`config.mk`:
```
export PLATFORM = sky130hd
export DESIGN_NAME = mem_port_arbiter_flat
export DESIGN_NICKNAME = d
export VERILOG_FILES = /design/src/rtl/mem_port_arbiter_if.sv /design/src/rtl/mem_port_arbiter.sv /design/src/flat_wrapper.sv
export SDC_FILE = /design/constraint.sdc
export NUM_CORES = 1
export LEC_CHECK = 0
export CORE_AREA = 4 4 306 308
export DETAILED_ROUTE_END_ITERATION = 8
export DIE_AREA = 0 0 310 312
export SLEW_MARGIN = 20
export SYNTH_ARGS = -nofsm -noshare
export SYNTH_HDL_FRONTEND = slang
export SYNTH_SLANG_ARGS = --single-unit
```
`constraint.sdc`:
```
create_clock -name clk_i -period 2.4 [get_ports clk_i]
set_input_delay 0.48 -clock clk_i [delete_from_list [all_inputs] [get_ports clk_i]]
set_output_delay 0.48 -clock clk_i [all_outputs]
set_load 0.02 [all_outputs]
```
`src/rtl/mem_port_arbiter_if.sv`:
```
// Requester-side and memory-side signals of the shared RAM port arbiter.
interface mem_port_arbiter_if #(
    parameter int unsigned N_REQ      = 4,
    parameter int unsigned ADDR_WIDTH = 64,
    parameter int unsigned DATA_WIDTH = 64,
    parameter int unsigned MEM_SIZE   = 32
);
    localparam int unsigned STRB_WIDTH = DATA_WIDTH / 8;

    logic [N_REQ-1:0]                 req_valid_i;
    logic [N_REQ-1:0]                 req_ready_o;
    logic [N_REQ-1:0]                 req_we_i;
    logic [N_REQ-1:0][ADDR_WIDTH-1:0] req_addr_i;
    logic [N_REQ-1:0][DATA_WIDTH-1:0] req_wdata_i;
    logic [N_REQ-1:0][STRB_WIDTH-1:0] req_wstrb_i;
    logic [N_REQ-1:0]                 rsp_valid_o;
    logic                             rsp_err_o;
    logic [DATA_WIDTH-1:0]            rsp_rdata_o;
    logic                             mem_req_o;
    logic                             mem_we_o;
    logic [MEM_SIZE-1:0]              mem_addr_o;
    logic [DATA_WIDTH-1:0]            mem_wdata_o;
    logic [STRB_WIDTH-1:0]            mem_wstrb_o;
    logic [DATA_WIDTH-1:0]            mem_rdata_i;
    logic                             busy_o;

    // Arbiter side.
    modport slave (
        input  req_valid_i, req_we_i, req_addr_i, req_wdata_i, req_wstrb_i, mem_rdata_i,
        output req_ready_o, rsp_valid_o, rsp_err_o, rsp_rdata_o,
        output mem_req_o, mem_we_o, mem_addr_o, mem_wdata_o, mem_wstrb_o, busy_o
    );

    // Requesters plus RAM, as seen from the environment.
    modport master (
        output req_valid_i, req_we_i, req_addr_i, req_wdata_i, req_wstrb_i, mem_rdata_i,
        input  req_ready_o, rsp_valid_o, rsp_err_o, rsp_rdata_o,
        input  mem_req_o, mem_we_o, mem_addr_o, mem_wdata_o, mem_wstrb_o, busy_o
    );
endinterface

```
`src/rtl/mem_port_arbiter.sv`:
```
// Round-robin arbiter sharing one RAM port among N_REQ requesters,
// one range-checked access in flight at a time.
module mem_port_arbiter #(
    parameter int unsigned          N_REQ       = 4,
    parameter int unsigned          ADDR_WIDTH  = 64,
    parameter int unsigned          DATA_WIDTH  = 64,
    parameter logic [ADDR_WIDTH-1:0] MEM_BASE   = '0,
    parameter int unsigned          MEM_SIZE    = 32,
    parameter int unsigned          MEM_LATENCY = 1
) (
    input logic                clk_i,
    input logic                rst_ni,
    mem_port_arbiter_if.slave  bus
);
    localparam int unsigned STRB_WIDTH = DATA_WIDTH / 8;
    localparam int unsigned IDX_W      = (N_REQ > 1) ? $clog2(N_REQ) : 1;
    localparam int unsigned CNT_W      = (MEM_LATENCY > 2) ? $clog2(MEM_LATENCY) : 1;
    // Upper bound evaluated one bit wider so a window at the top of the space cannot wrap.
    localparam logic [ADDR_WIDTH:0] MEM_LIMIT =
        {1'b0, MEM_BASE} + ((ADDR_WIDTH+1)'(1) << MEM_SIZE);

    typedef enum logic [1:0] {ST_IDLE, ST_ISSUE, ST_WAIT, ST_RESP} state_e;

    state_e                 state_q;
    logic [IDX_W-1:0]       last_q;
    logic [IDX_W-1:0]       owner_q;
    logic                   we_q;
    logic [CNT_W-1:0]       cnt_q;
    logic                   busy_q;
    logic                   mem_req_q;
    logic                   mem_we_q;
    logic [MEM_SIZE-1:0]    mem_addr_q;
    logic [DATA_WIDTH-1:0]  mem_wdata_q;
    logic [STRB_WIDTH-1:0]  mem_wstrb_q;
    logic [N_REQ-1:0]       rsp_valid_q;
    logic                   rsp_err_q;
    logic [DATA_WIDTH-1:0]  rsp_rdata_q;

    logic [IDX_W-1:0]       winner;
    logic                   found;
    int unsigned            cand;

    // Rotating search starting just after the last grant.
    always_comb begin
        winner = '0;
        found  = 1'b0;
        cand   = 0;
        for (int unsigned off = 1; off <= N_REQ; off++) begin
            cand = 32'(last_q) + off;
            if (cand >= N_REQ) cand = cand - N_REQ;
            if (!found && bus.req_valid_i[IDX_W'(cand)]) begin
                found  = 1'b1;
                winner = IDX_W'(cand);
            end
        end
    end

    logic                  accept;
    logic                  sel_we;
    logic [ADDR_WIDTH-1:0] sel_addr;
    logic [DATA_WIDTH-1:0] sel_wdata;
    logic [STRB_WIDTH-1:0] sel_wstrb;
    logic                  in_range;

    assign accept    = (state_q == ST_IDLE) && found;
    assign sel_we    = bus.req_we_i[winner];
    assign sel_addr  = bus.req_addr_i[winner];
    assign sel_wdata = bus.req_wdata_i[winner];
    assign sel_wstrb = bus.req_wstrb_i[winner];
    assign in_range  = (sel_addr >= MEM_BASE) && ({1'b0, sel_addr} < MEM_LIMIT);

    assign bus.req_ready_o = {N_REQ{accept}} & (N_REQ'(1) << winner);
    assign bus.rsp_valid_o = rsp_valid_q;
    assign bus.rsp_err_o   = rsp_err_q;
    assign bus.rsp_rdata_o = rsp_rdata_q;
    assign bus.mem_req_o   = mem_req_q;
    assign bus.mem_we_o    = mem_we_q;
    assign bus.mem_addr_o  = mem_addr_q;
    assign bus.mem_wdata_o = mem_wdata_q;
    assign bus.mem_wstrb_o = mem_wstrb_q;
    assign bus.busy_o      = busy_q;

    always_ff @(posedge clk_i) begin
        if (!rst_ni) begin
            state_q     <= ST_IDLE;
            last_q      <= IDX_W'(N_REQ - 1);
            owner_q     <= '0;
            we_q        <= 1'b0;
            cnt_q       <= '0;
            busy_q      <= 1'b0;
            mem_req_q   <= 1'b0;
            mem_we_q    <= 1'b0;
            mem_addr_q  <= '0;
            mem_wdata_q <= '0;
            mem_wstrb_q <= '0;
            rsp_valid_q <= '0;
            rsp_err_q   <= 1'b0;
            rsp_rdata_q <= '0;
        end else begin
            case (state_q)
                ST_IDLE: begin
                    if (found) begin
                        last_q  <= winner;
                        owner_q <= winner;
                        we_q    <= sel_we;
                        busy_q  <= 1'b1;
                        if (in_range) begin
                            mem_req_q   <= 1'b1;
                            mem_we_q    <= sel_we;
                            mem_addr_q  <= MEM_SIZE'(sel_addr - MEM_BASE);
                            mem_wdata_q <= sel_wdata;
                            mem_wstrb_q <= sel_wstrb;
                            state_q     <= ST_ISSUE;
                        end else begin
                            rsp_valid_q <= N_REQ'(1) << winner;
                            rsp_err_q   <= 1'b1;
                            rsp_rdata_q <= '0;
                            state_q     <= ST_RESP;
                        end
                    end
                end
                ST_ISSUE: begin
                    mem_req_q   <= 1'b0;
                    mem_we_q    <= 1'b0;
                    mem_addr_q  <= '0;
                    mem_wdata_q <= '0;
                    mem_wstrb_q <= '0;
                    // The ISSUE cycle itself is the first latency cycle.
                    if (MEM_LATENCY <= 1) begin
                        rsp_valid_q <= N_REQ'(1) << owner_q;
                        rsp_rdata_q <= we_q ? '0 : bus.mem_rdata_i;
                        state_q     <= ST_RESP;
                    end else begin
                        cnt_q   <= CNT_W'(MEM_LATENCY - 2);
                        state_q <= ST_WAIT;
                    end
                end
                ST_WAIT: begin
                    if (cnt_q == '0) begin
                        rsp_valid_q <= N_REQ'(1) << owner_q;
                        rsp_rdata_q <= we_q ? '0 : bus.mem_rdata_i;
                        state_q     <= ST_RESP;
                    end else begin
                        cnt_q <= cnt_q - CNT_W'(1);
                    end
                end
                ST_RESP: begin
                    rsp_valid_q <= '0;
                    rsp_err_q   <= 1'b0;
                    rsp_rdata_q <= '0;
                    busy_q      <= 1'b0;
                    state_q     <= ST_IDLE;
                end
                default: state_q <= ST_IDLE;
            endcase
        end
    end
endmodule

```
`src/flat_wrapper.sv`:
```
// flat-port wrapper written by rule: the top's interface ports become plain ports
module mem_port_arbiter_flat 
#(
    parameter int unsigned          N_REQ       = 4,
    parameter int unsigned          ADDR_WIDTH  = 64,
    parameter int unsigned          DATA_WIDTH  = 64,
    parameter logic [ADDR_WIDTH-1:0] MEM_BASE   = '0,
    parameter int unsigned          MEM_SIZE    = 32,
    parameter int unsigned          MEM_LATENCY = 1
)
  (clk_i, rst_ni, bus_req_valid_i, bus_req_we_i, bus_req_addr_i, bus_req_wdata_i, bus_req_wstrb_i, bus_mem_rdata_i, bus_req_ready_o, bus_rsp_valid_o, bus_rsp_err_o, bus_rsp_rdata_o, bus_mem_req_o, bus_mem_we_o, bus_mem_addr_o, bus_mem_wdata_o, bus_mem_wstrb_o, bus_busy_o);
  mem_port_arbiter_if #(.N_REQ(N_REQ), .ADDR_WIDTH(ADDR_WIDTH), .DATA_WIDTH(DATA_WIDTH), .MEM_SIZE(MEM_SIZE)) bus_i ();
  input logic clk_i;
  input logic rst_ni;
  input wire logic [$bits(bus_i.req_valid_i)-1:0] bus_req_valid_i;
  input wire logic [$bits(bus_i.req_we_i)-1:0] bus_req_we_i;
  input wire logic [$bits(bus_i.req_addr_i)-1:0] bus_req_addr_i;
  input wire logic [$bits(bus_i.req_wdata_i)-1:0] bus_req_wdata_i;
  input wire logic [$bits(bus_i.req_wstrb_i)-1:0] bus_req_wstrb_i;
  input wire logic [$bits(bus_i.mem_rdata_i)-1:0] bus_mem_rdata_i;
  output wire logic [$bits(bus_i.req_ready_o)-1:0] bus_req_ready_o;
  output wire logic [$bits(bus_i.rsp_valid_o)-1:0] bus_rsp_valid_o;
  output wire logic [$bits(bus_i.rsp_err_o)-1:0] bus_rsp_err_o;
  output wire logic [$bits(bus_i.rsp_rdata_o)-1:0] bus_rsp_rdata_o;
  output wire logic [$bits(bus_i.mem_req_o)-1:0] bus_mem_req_o;
  output wire logic [$bits(bus_i.mem_we_o)-1:0] bus_mem_we_o;
  output wire logic [$bits(bus_i.mem_addr_o)-1:0] bus_mem_addr_o;
  output wire logic [$bits(bus_i.mem_wdata_o)-1:0] bus_mem_wdata_o;
  output wire logic [$bits(bus_i.mem_wstrb_o)-1:0] bus_mem_wstrb_o;
  output wire logic [$bits(bus_i.busy_o)-1:0] bus_busy_o;
  assign bus_i.req_valid_i = bus_req_valid_i;
  assign bus_i.req_we_i = bus_req_we_i;
  assign bus_i.req_addr_i = bus_req_addr_i;
  assign bus_i.req_wdata_i = bus_req_wdata_i;
  assign bus_i.req_wstrb_i = bus_req_wstrb_i;
  assign bus_i.mem_rdata_i = bus_mem_rdata_i;
  assign bus_req_ready_o = bus_i.req_ready_o;
  assign bus_rsp_valid_o = bus_i.rsp_valid_o;
  assign bus_rsp_err_o = bus_i.rsp_err_o;
  assign bus_rsp_rdata_o = bus_i.rsp_rdata_o;
  assign bus_mem_req_o = bus_i.mem_req_o;
  assign bus_mem_we_o = bus_i.mem_we_o;
  assign bus_mem_addr_o = bus_i.mem_addr_o;
  assign bus_mem_wdata_o = bus_i.mem_wdata_o;
  assign bus_mem_wstrb_o = bus_i.mem_wstrb_o;
  assign bus_busy_o = bus_i.busy_o;
  mem_port_arbiter #(.N_REQ(N_REQ), .ADDR_WIDTH(ADDR_WIDTH), .DATA_WIDTH(DATA_WIDTH), .MEM_BASE(MEM_BASE), .MEM_SIZE(MEM_SIZE), .MEM_LATENCY(MEM_LATENCY)) u_core (.clk_i(clk_i), .rst_ni(rst_ni), .bus(bus_i));
endmodule
```
# Yosys cells after proc, flatten, opt, wreduce, memory -nomap -nowiden
# Cells that the tools add are included.
[totals]
register_bits = 184
latchBits = 0
mem_bits_rw = 0
rom_bits = 0
inputBits = 618
out_inout_bits = 180
elab_cells = 123
n_memories = 0
[op_classes]
n_addsub = 9
mul = 0
div_mod_pow = 0
order_cmp = 11
n_eq_ne = 7
shifts = 2
muxes = 62
bitwise = 1
reduce_logical = 17
[op_table]
columns = ["cell", "n"]
rows = [
  ["64-bit 2-to-1 mux", 8],
  ["64-bit binary-select mux with 2-bit select", 2],
  ["64-bit case mux with 4 select lines", 1],
  ["64-bit case mux with 2 select lines", 1],
  ["64-bit by 1-bit greater-or-equal comparator with 1-bit output (second input constant)", 1],
  ["64-bit by 33-bit less-than comparator with 1-bit output (second input constant)", 1],
  ["32-bit 2-to-1 mux", 2],
  ["32-bit case mux with 2 select lines", 1],
  ["8-bit 2-to-1 mux", 3],
  ["2-bit 2-to-1 mux", 11],
  ["1-bit 2-to-1 mux", 17],
  ["8-bit binary-select mux with 2-bit select", 1],
  ["4-bit case mux with 4 select lines", 1],
  ["8-bit case mux with 2 select lines", 1],
  ["2-bit by 3-bit less-than comparator with 1-bit output (second input constant)", 5],
  ["4-bit 2-to-1 mux", 3],
  ["1-bit binary-select mux with 2-bit select", 5],
  ["3-bit greater-or-equal comparator (second input constant)", 3],
  ["3-bit AND reduction", 3],
  ["1-bit case mux with 2 select lines", 4],
  ["2-bit case mux with 4 select lines", 1],
  ["1-bit by 2-bit << shifter with 4-bit output (first input constant)", 2],
  ["2-bit by 1-bit subtractor with 2-bit output (second input constant)", 4],
  ["2-bit by 2-bit adder with 3-bit output (second input constant)", 2],
  ["14 further kinds", 26],
]

# Logic depth before layout (Yosys ltp)
# Gate-level depths: netlist of run 1.
[logic_depth]
depth_word = 22
depth_mapped = 11
ltp_nobuf = 7

# Worst setup path after synthesis of run 1
# Ideal clock, no wire load.
[synth_timing]
kind = "input to register"
startpoint = "input bus_req_valid_i[0]"
endpoint = "register u_core.mem_wdata_q[41], in the netlist u_core.bus.mem_wdata_o[41]"
setup_time_ps = 61
t_arrival_ps = 2552
required_time_ps = 2339
slack_ps = -213
cell_stages = 11
path_buffers = 4
cell_sequence = "buf_2 -> or2_1 -> o21bai_1 -> o211a_1 -> buf_2 -> o221a_1 -> o211a_2 -> a311oi_2 -> buf_4 -> buf_4 -> a32o_1"
[synth_via]
elab_chain_len = 18
word_cells_on_any_way = 35
cone_classes = "order compare (2); eq/ne (2); mux (23); reduce/logical (8)"
[synth_rtl]
columns = ["item", "line_no", "source"]
rows = [
  ["from (decl)", "flat_wrapper.sv:15", "input wire logic [$bits(bus_i.req_valid_i)-1:0] bus_req_valid_i;"],
  ["1-bit binary-select mux with 2-bit select", "mem_port_arbiter.sv:51", "if (!found && bus.req_valid_i[IDX_W'(cand)]) begin"],
  ["1-bit 2-to-1 mux (implied by the code)", "mem_port_arbiter.sv:51", ""],
  ["1-bit 2-to-1 mux", "mem_port_arbiter.sv:51", ""],
  ["1-bit logical NOT", "mem_port_arbiter.sv:51", ""],
  ["1-bit logical AND", "mem_port_arbiter.sv:51", ""],
  ["1-bit 2-to-1 mux", "mem_port_arbiter.sv:51", ""],
  ["1-bit logical NOT", "mem_port_arbiter.sv:51", ""],
  ["1-bit logical AND", "mem_port_arbiter.sv:51", ""],
  ["[2 not listed]", "--", ""],
  ["1-bit logical AND", "mem_port_arbiter.sv:51", ""],
  ["2-bit 2-to-1 mux", "mem_port_arbiter.sv:51", ""],
  ["64-bit binary-select mux with 2-bit select", "mem_port_arbiter.sv:67", "assign sel_addr = bus.req_addr_i[winner];"],
  ["64-bit 2-to-1 mux (implied by the code)", "mem_port_arbiter.sv:67", ""],
  ["64-bit by 1-bit greater-or-equal comparator with 1-bit output / 64-bit by 33-bit less-than comparator with 1-bit output (equally long branches)", "mem_port_arbiter.sv:70", "assign in_range = (sel_addr >= MEM_BASE) && ({1'b0, sel_addr} < MEM_LIMIT);"],
  ["1-bit logical AND", "mem_port_arbiter.sv:70", ""],
  ["2-bit by 1-bit != test with 1-bit output (no line)", "--", ""],
  ["3-bit AND reduction (no line)", "--", ""],
  ["to (signal assigned)", "mem_port_arbiter.sv:111", "mem_wdata_q <= sel_wdata;"],
  ["to (decl)", "mem_port_arbiter.sv:33", "logic [DATA_WIDTH-1:0] mem_wdata_q;"],
]
# Parallel ways exist; a longest one is shown, timed or not. The select of a mux whose other input is x is not followed.
# A chain may end at the register's enable or synchronous reset.

# Worst setup path in the final report of run 1
[layout_timing]
startpoint = "input bus_req_addr_i[41]"
endpoint = "register u_core.mem_addr_q[13], in the netlist u_core.bus.mem_addr_o[13]"
[layout_via]
elab_chain_len = 6
word_cells_on_any_way = 7
cone_classes = "order compare (2); eq/ne (1); mux (2); reduce/logical (2)"
[layout_rtl]
columns = ["item", "line_no", "source"]
rows = [
  ["from (decl)", "flat_wrapper.sv:17", "input wire logic [$bits(bus_i.req_addr_i)-1:0] bus_req_addr_i;"],
  ["64-bit binary-select mux with 2-bit select (*)", "mem_port_arbiter.sv:67", ""],
  ["64-bit 2-to-1 mux (implied by the code) (*)", "mem_port_arbiter.sv:67", ""],
  ["64-bit by 1-bit greater-or-equal comparator with 1-bit output / 64-bit by 33-bit less-than comparator with 1-bit output (equally long branches)", "mem_port_arbiter.sv:70", ""],
  ["1-bit logical AND (*)", "mem_port_arbiter.sv:70", ""],
  ["2-bit by 1-bit != test with 1-bit output (no line) (*)", "--", ""],
  ["3-bit AND reduction (no line) (*)", "--", ""],
  ["to (signal assigned)", "mem_port_arbiter.sv:110", "mem_addr_q <= MEM_SIZE'(sel_addr - MEM_BASE);"],
  ["to (decl)", "mem_port_arbiter.sv:32", "logic [MEM_SIZE-1:0] mem_addr_q;"],
]
# Mark *: on every way between the ends. The rest lies on a longest branch, timed or not. The select of a mux whose other input is x is not followed.

==> impl_summary.md, run 1 <==
Status
The flow ran to the end, but the final reports show violations. The checks that failed: negative setup slack.

Synth
Counting flops with a built-in enable in the synthesized netlist gives 0. Sorting the synthesized cells by area gives the leading types as sky130_fd_sc_hd__dfxtp_1 (37%), sky130_fd_sc_hd__nand2_1 (21%), sky130_fd_sc_hd__nand3_1 (11%). In this run, distinct cell masters in the synthesized netlist total 48.

During synthesis, Yosys emitted a total of 0 warnings. The mapped netlist covers about 9900 um^2. The synthesized flop and latch total is about 180. The average instance in the mapped netlist occupies 7.18 um^2.

The async set or reset register ratio after synthesis is 0%. For this run, the register share of the synthesized area comes to 37.0%. The gate count of the mapped netlist is 1381. The main flop type after synthesis is sky130_fd_sc_hd__dfxtp_1.

In this run the biggest area consumer among cell types represents 37.0% of the synthesized area. The cell type contributing the most total cell area after synthesis is sky130_fd_sc_hd__dfxtp_1. The net count of the mapped netlist is 2003.

Clock network
The number of buffers created by CTS is 17. The root buffer selected by CTS is sky130_fd_sc_hd__clkbuf_16. The later-pin clock latency in the skew report is around 0.49 ns. The maximum buffer depth of the clock tree is 2. TritonCTS built the clock tree. The number of levels the H-tree was split into is 4.

The clock sink count is around 180. After clock tree synthesis, the clock-pin slew on the worst setup and hold paths is about 0.080 ns.

Worst setup path
STA classifies the critical path startpoint as an input pin. In this run the worst path has a maximum fanout of 7. The worst setup path is captured at a flop. The worst register-to-register path has a depth of 14. At the worst endpoint, the arrival time is just over 3 ns. Data on the critical path is required at its endpoint by about 2.8 ns. The worst setup path category is in2reg.

Placement
The last weighted congestion value of the routability-driven placer is between 0.8 and 0.9. In this run the tool buffered the top-level ports with approximately 800 buffer cells. Counting tap cells, the placed design contains a total of ~3.4k instances. The post-detailed-placement half-perimeter wirelength is slightly above 60000 um.

Global routing
The largest net degree at the start of global routing is 88. The number of antenna violations at the first check in global routing is 24. The first-pass GRT wire length is between 100000 and 150000 um. The via count of the first global-routing pass is about 14k.

In the global route stage, overall resource usage came out at between 10% and 20%. For this run the aggregate overflow at the end of global routing stands at 0.

Power and ir drop
The standby leakage power is between 0.008 and 0.009 uW. The worst supply voltage drop on vdd is between 0.0004 and 0.0005 V. The power density over the cells is 483 nW/um^2. The completed layout was analyzed and its total power is 10400 uW.

STA
Setup repair after global routing could not meet its margin everywhere. The max-slew violation count is 0. Hold timing on the final database bottoms out at a slack of between 0.4 and 0.5 ns. Static timing analysis puts the maximum clock frequency at between 300 and 400 MHz.

The final critical path takes up 111% of the cycle. The number of failing hold endpoints at the final stage is 0. The post-route minimum period is around 2.7 ns. The final setup slack of the worst path is -0.253 ns. The worst slew margin relative to its limit is between 60% and 70%. For the final database, setup skew stands at between 0.015 and 0.02 ns.

Setup violations remaining at the end of the flow were counted as 172. The slew at the pin with the worst max-slew slack is approximately 0.48 ns. The final sum of negative setup slack is -29.75 ns.

Route
After detailed routing, the average wire length per cell comes to between 20 and 25 um. In this run, the number of DRC markers left after iteration 0 of detailed routing was 1027. The post-route DRC violation count is 0. The iteration count of the initial detailed-routing pass is 5. The per-cell via count in the routed design is approximately 4. Once detail routing completed, the nets flagged for antenna violations numbered 0. Wires add up to about 77000 um.

The routed layout has 13.7k vias.

Final layout
Cells fill a little under a quarter of the core in the end. The area growth from synthesis to layout is 118%. Counting the fill cells in the layout gives around 10k. Of the cells placed in the final design, the portion with a size suffix greater than 1 is between 10% and 20%.

The layout net count is 2847. The post-route non-filler standard cell count is around 3.4k.

Floorplanning
The number of I/O pins is approximately 800. The die covers slightly below 100000 um^2. In this run the core area contains 111 standard-cell rows.

The die outline height is 312 um. The initial utilization of the core area, before any placement, comes to between 10 and 15%. From left edge to right edge, the die measures just over 300 um. In this run the standard cell core region covers about 90000 um^2.

Run
The number of max-cap violations is 0.

Min path
The tightest min-delay check is of the reg2reg type. The worst hold path was traced through 2 stages.
[synth_stat cells (2+ instances only)]
master / instances
sky130_fd_sc_hd__nand2_1: 566
sky130_fd_sc_hd__nand3_1: 212
sky130_fd_sc_hd__dfxtp_1: 183
sky130_fd_sc_hd__a32o_1: 104
sky130_fd_sc_hd__clkbuf_1: 86
sky130_fd_sc_hd__mux2i_1: 67
sky130_fd_sc_hd__nor4_1: 28
sky130_fd_sc_hd__buf_2: 23
sky130_fd_sc_hd__a21oi_1: 14
sky130_fd_sc_hd__nor2_1: 9
sky130_fd_sc_hd__a31oi_1: 7
sky130_fd_sc_hd__inv_1: 6
sky130_fd_sc_hd__buf_1: 5
sky130_fd_sc_hd__buf_4: 5
sky130_fd_sc_hd__nor2b_1: 5
sky130_fd_sc_hd__o21ai_0: 5
sky130_fd_sc_hd__and3_1: 4
sky130_fd_sc_hd__ha_1: 4
sky130_fd_sc_hd__nor3_1: 4
sky130_fd_sc_hd__or4_1: 4
sky130_fd_sc_hd__a211oi_1: 3
sky130_fd_sc_hd__a21o_1: 3
sky130_fd_sc_hd__nand4_1: 3
sky130_fd_sc_hd__nand2b_1: 2
sky130_fd_sc_hd__o211ai_1: 2
sky130_fd_sc_hd__o21ai_1: 2
sky130_fd_sc_hd__o221a_2: 2
sky130_fd_sc_hd__o22ai_1: 2
sky130_fd_sc_hd__or2_1: 2
[final cells by class]
cell class              count  area [um^2]  area share, %
repair buffers            945         9770           45.2
inverters                   7         26.3          0.122
multi-input cells        1071         6050           28.0
well taps                1186         1480           6.87
clock buffers              18          429           1.99
clock inverters            14          164          0.758
diodes                     10         25.0          0.116
flip-flops and latches    183         3670           17.0
[flip-flops by register name, indices dropped and copies added, names as in the netlist, 2 cells and up]
name and flops:
u_core.bus.mem_wstrb_o 8, u_core.bus.rsp_valid_o 4, u_core.bus.mem_wdata_o 64, u_core.state_q 2
u_core.bus.rsp_rdata_o 64, u_core.bus.mem_addr_o 32, u_core.last_q 2, u_core.owner_q 2
[stage by stage]
stage / setup slack (ns) / area, um^2
floorplan: -0.0718 / 10000
global placement: -0.999 / 20000
detailed placement: -1.07 / 20000
CTS: -0.249 / 21300
global route: -0.350 / 21600
finish: -0.253 / 21600
[power by group]
part	total, uW	leakage (uW)	switching [uW]	internal (uW)
registers	3260	0.00149	90.1	3170
clock network	3010	0.000283	1530	1480
logic	4160	0.00631	2150	2000
total	10400	0.00808	3770	6660
[what timing repair did]
action,CTS,global route
setup buffers,22,4
gates cloned,8,4
hold buffers,0,0
pin swaps,28,22
gates resized for setup,98,52
endpoints found under the setup margin,180,179
[per-layer routing]
metal	routed length [um]	vias to the layer above	GRT usage, %
met4	1690	16	4.16
met5	100	-	0
li1	-	6525	-
met3	7380	75	5.41
met2	38600	647	27.0
met1	29600	6408	16.7
[placed cells by master, fill, tap and decap left out, types with 6 or more instances in the layout]
| cell | instances |
|---|---|
| sky130_fd_sc_hd__clkbuf_16 | 21 |
| sky130_fd_sc_hd__clkdlybuf4s50_1 | 749 |
| sky130_fd_sc_hd__buf_12 | 24 |
| sky130_fd_sc_hd__nor4_1 | 13 |
| sky130_fd_sc_hd__inv_1 | 6 |
| sky130_fd_sc_hd__nand2_1 | 563 |
| sky130_fd_sc_hd__buf_2 | 6 |
| sky130_fd_sc_hd__a21oi_1 | 10 |
| sky130_fd_sc_hd__mux2i_1 | 67 |
| sky130_fd_sc_hd__diode_2 | 10 |
| sky130_fd_sc_hd__buf_16 | 13 |
| sky130_fd_sc_hd__nor4_2 | 11 |
| sky130_fd_sc_hd__nand3_1 | 210 |
| sky130_fd_sc_hd__a32o_1 | 104 |
| sky130_fd_sc_hd__buf_4 | 92 |
| sky130_fd_sc_hd__nor2_1 | 6 |
| sky130_fd_sc_hd__dfxtp_1 | 181 |
| sky130_fd_sc_hd__buf_6 | 12 |
| sky130_fd_sc_hd__dlymetal6s2s_1 | 13 |
| sky130_fd_sc_hd__dlygate4sd2_1 | 24 |
[final timing paths]
| path | start | to | slack [ns] |
|---|---|---|---|
| worst min-delay path | u_core.bus.rsp_rdata_o[41]$_SDFFE_PN0P_ | u_core.bus.rsp_rdata_o[41]$_SDFFE_PN0P_ | 0.47 |
| worst min register to register | u_core.bus.rsp_rdata_o[41]$_SDFFE_PN0P_ | u_core.bus.rsp_rdata_o[41]$_SDFFE_PN0P_ | 0.47 |
| worst max-delay path | bus_req_addr_i[41] | u_core.bus.mem_addr_o[13]$_SDFFE_PN0P_ | -0.25 |
| worst max register to register | u_core.last_q[0]$_SDFFE_PN1P_ | u_core.bus.mem_addr_o[28]$_SDFFE_PN0P_ | -0.22 |
[critical path: stages]
cell and delay (ns):
sky130_fd_sc_hd__clkdlybuf4s50_1 0.44, sky130_fd_sc_hd__nor4_4 0.30, sky130_fd_sc_hd__buf_4 0.15, sky130_fd_sc_hd__and3_4 0.18, sky130_fd_sc_hd__o221a_1 0.25, sky130_fd_sc_hd__o211a_4 0.19, sky130_fd_sc_hd__nor4b_4 0.19, sky130_fd_sc_hd__buf_6 0.14
sky130_fd_sc_hd__buf_12 0.12, sky130_fd_sc_hd__buf_12 0.11, sky130_fd_sc_hd__buf_12 0.12, sky130_fd_sc_hd__buf_12 0.10, sky130_fd_sc_hd__buf_16 0.12, sky130_fd_sc_hd__a32o_1 0.16
[cell families after synthesis]
family                   Yosys count  share of synthesized area, %
AND/OR/NAND/NOR                  843                          36.2
flip-flops                       183                          37.0
AO/OA/AOI/OAI                    157                          14.2
buffers and inverters            127                          5.37
multiplexers                      67                          6.77
adder cells (fa/ha/maj)            4                         0.505
No activity file was read; power rests on OpenSTA's default activity.
==> run 2, diff against run 1 <==
--- a/config.mk
+++ b/config.mk
@@ -5,9 +5,9 @@
 export SDC_FILE = /design/constraint.sdc
 export NUM_CORES = 1
 export LEC_CHECK = 0
-export CORE_AREA = 4 4 306 308
+export CORE_AREA = 2 2 312 314
 export DETAILED_ROUTE_END_ITERATION = 8
-export DIE_AREA = 0 0 310 312
+export DIE_AREA = 0 0 314 316
 export SLEW_MARGIN = 20
 export SYNTH_ARGS = -nofsm -noshare
 export SYNTH_HDL_FRONTEND = slang
==> constraint.sdc (replaced) <==
create_clock -name clk_i -period 2.45 [get_ports clk_i]
set_input_delay 0.49 -clock clk_i [delete_from_list [all_inputs] [get_ports clk_i]]
set_output_delay 0.49 -clock clk_i [all_outputs]
set_load 0.02 [all_outputs]
==> run 2 against run 1 <==
  * The run still ends with negative setup slack left
  * Power grew 2.2%
  * Clock skew decreased by 0.0033 ns
  * Sequential power down 2%
  * Combinational power up 5.3%
  * Wire length increased by 3.7%
  * Design area grew 3.0%
  * Worst setup slack gained 0.10 ns
  * Critical path depth fell by 2
  * Global-route usage down 0.072 points
  * Register-to-register slack gained 0.07 ns
  * Final cell count increased by 2.6%
  * Clock power increased by 3%
  * Critical endpoint is now u_core.bus.mem_wdata_o[38]$_SDFFE_PN0P_
  * Largest cell class unchanged
  * Highest routed layer unchanged
==> impl_summary.md, run 2 (synthesis gave the netlist of run 1 again) <==
Floorplanning
Row generation in the floorplan step produced approximately 110 rows. The die outline height is between 300 and 400 um. The number of I/O pins is 798. The full die area is between 90000 and 100000 um^2. The core region is ~96000 um^2.

The die boundary width is between 300 and 400 um. The effective utilization at floorplan is between 10% and 20%.

Route
After detailed routing, the total wire length is between 80000 and 90000 um. The iteration count of the initial detailed-routing pass is 5. In the routed design, unresolved DRC markers number 0. After detailed routing, the number of vias per cell comes to around 4.

The detail route stage leaves a number of antenna-violating nets equal to 0. The routed length per instance is around 23 um. The overall via count from detail_route is between 10k and 15k.

The first-iteration detailed-routing DRC count is around 810.

Power and ir drop
The worst supply voltage drop on vdd is 0.000364 V. In this run, flip-flops and latches consume between 20 and 30% of the power. The standby leakage power is roughly 0.0083 uW.

In this run the power density over the cells is between 400 and 500 nW/um^2. The internal power component is about 6600 uW. Summed over all nets, the switching power comes to 4010 uW. The portion of total power attributed to combinational logic is around 40%. Net switching is a little under two fifths of the power. The share of power burned in the clock network is between 20% and 30%.

STA
The minimum hold slack is about 0.44 ns. The final sum of negative setup slack is -9.17 ns. Setup violations remaining at the end of the flow were counted as 108.

The maximum clock frequency is 384 MHz. The final setup slack of the worst path is -0.151 ns. Of the available clock period, the critical path in the final layout requires 106%. The worst clock skew is approximately 0.014 ns. The number of failing hold endpoints at the final stage was 0. Setup repair after global routing could not meet its margin everywhere. In this run the tightest slew margin relative to its limit is 44.6%. For the finished layout, the period the worst path requires is roughly 2.6 ns. At the pin with the least slew margin, the transition time is ~0.83 ns. The max-slew violation count is 0.

Clock network
The number of levels the H-tree was split into is 4. In this run the clock root is driven by a sky130_fd_sc_hd__clkbuf_16. After clock tree synthesis, the clock-pin slew on the worst setup and hold paths is 0.09 ns.

The number of hold buffers added after CTS was 0. The number of buffers created by CTS is 17. The maximum buffer depth of the clock tree is 2.

The clock net in this run drives a total of approximately 180 sinks. The TritonCTS clock tree is built. The clock reaches the later pin of the worst-skew pair after slightly below 0.5 ns.

Min path
The capture endpoint of the worst hold path is u_core.we_q$_SDFFE_PN0P_. The beginning of the worst hold path is rst_ni. The hold path depth is 3. In this run the worst hold path is classified as in2reg.

Placement
Buffers placed on the I/O ports in this run total roughly 800. Routability-driven placement finished with a final weighted congestion of 0.877. The number of cells after detailed placement is roughly 3.4k.

Detailed placement finished with a half-perimeter wire length of just over 60000 um.

Worst setup path
The reg-to-reg startpoint is u_core.last_q[1]$_SDFFE_PN1P_. The critical path data arrival time is between 3 and 4 ns. The maximum net fanout on the critical path is 28. The setup path with the least slack is of type reg2reg.

The longest individual stage delay on the worst path is between 0.4 and 0.5 ns. The slowest library cell on the worst path is sky130_fd_sc_hd__dfxtp_4. The worst setup path is launched from a flop. The logic depth of the worst register-to-register path is 12.

For flop-to-flop paths, the worst setup slack is -0.15 ns. Traced cell by cell, the critical path runs through o21ai_4, buf_6, o221ai_4, o31ai_4, o221a_4, o211a_4, buf_6, a311oi_4, buf_12, buf_12, buf_16, a32o_1. The count of buffer and inverter cells on the critical path is 5. Among cell families on the critical path, the largest total delay comes from compound AO/OA/AOI/OAI gates.

The sort of element at the end of the critical path is a flop. STA puts the critical path data required time at 2.89 ns. The endpoint of the worst-slack reg-to-reg timing path is u_core.bus.mem_wdata_o[38]$_SDFFE_PN0P_.

Final layout
The library cells used most frequently in the layout, excluding fill and tap cells, are sky130_fd_sc_hd__clkdlybuf4s50_1 (723), sky130_fd_sc_hd__nand2_1 (563), sky130_fd_sc_hd__nand3_1 (212). The library cell used most frequently in the layout, excluding fill and tap cells, is sky130_fd_sc_hd__clkdlybuf4s50_1. The finished layout holds approximately 3.5k standard cells, fillers aside. For this run, the post-layout net count is between 2k and 3k. Compared with the post-synthesis result, the final layout area differs by 125%. The post-route netlist has 11.9% of its cells at a drive strength greater than 1. Cells fill a little under a quarter of the core in the end.

Global routing
Entering global routing, the biggest net connects ~120 pins. The number of antenna violations at the first check in global routing is 36. The first-pass GRT wire length is a little over 100000 um. The aggregate global routing overflow is 0. The global-route usage over all layers is between 10% and 20%.

The via count of the first global-routing pass was about 14k.

Status
The flow ran to the end, but the final reports show violations. The checks that failed: negative setup slack.

Run
The number of max-cap violations is 0.
==> run 2: layer usage <==
layer	vias up	wire length, um	track usage, %	part of all wire (%)
met3	105	6970	4.87	8.7
met2	701	39000	26.2	49
met5	-	142	0	0.18
met4	22	1940	4.67	2.4
li1	6526	-	-	-
met1	6438	32100	17.3	40
==> run 2: through the flow <==
| stage | power [uW] | setup slack, ns | area [um^2] |
|---|---|---|---|
| finish | 10700 | -0.151 | 22300 |
| global route | 11200 | -0.196 | 22200 |
| CTS | 10700 | -0.141 | 21600 |
| detailed placement | 7080 | -1.24 | 20000 |
| global placement | 7080 | -1.25 | 20000 |
| floorplan | 4840 | -0.0318 | 10000 |
==> run 2: worst max-delay path by stage <==
stage,start,end,slack [ns],cells past startpoint
after CTS,bus_req_valid_i[1],bus_req_ready_o[2],-0.14,9
after global placement,bus_req_addr_i[243],u_core.bus.mem_wdata_o[53]$_SDFFE_PN0P_,-1.25,11
after detailed placement,bus_req_addr_i[243],u_core.bus.mem_wdata_o[11]$_SDFFE_PN0P_,-1.24,11
final,u_core.last_q[1]$_SDFFE_PN1P_,u_core.bus.mem_wdata_o[38]$_SDFFE_PN0P_,-0.15,12
after floorplan,bus_req_addr_i[102],u_core.bus.mem_wdata_o[10]$_SDFFE_PN0P_,-0.03,8
after global routing,u_core.last_q[1]$_SDFFE_PN1P_,u_core.bus.mem_addr_o[15]$_SDFFE_PN0P_,-0.20,11
==> run 2: worst register-to-register path: cells and delay by family (launching register included) <==
family	cells	cell delay, ns
compound gates	7	1.35
buf+inv	5	0.76
flops	1	0.42
==> run 2: repair_timing <==
item / in CTS / in global routing
endpoints found under the hold margin: 0 / 0
resized for setup: 200 / 66
gates cloned: 13 / 13
buffers inserted: 24 / 18
pin swaps: 40 / 31
setup endpoints to repair: 181 / 168
==> run 2: layout make-up <==
class / instances / area, um^2
Antenna cell: 10 / 25.0
Clock buffer: 17 / 425
Clock inverter: 15 / 199
Fill cell: 10500 / 73700
Inverter: 7 / 26.3
Multi-Input combinational cell: 1071 / 6250
Sequential cell: 183 / 3670
Tap cell: 1276 / 1600
Timing Repair Buffer: 946 / 10100
==> run 2: power groups by stage <==
stage / clock network (uW) / logic, uW / registers (uW)
finish: 3090 / 4380 / 3190
global route: 3340 / 4680 / 3210
CTS: 3260 / 4250 / 3190
detailed placement: 0 / 3830 / 3250
global placement: 0 / 3830 / 3250
floorplan: 0 / 1460 / 3390
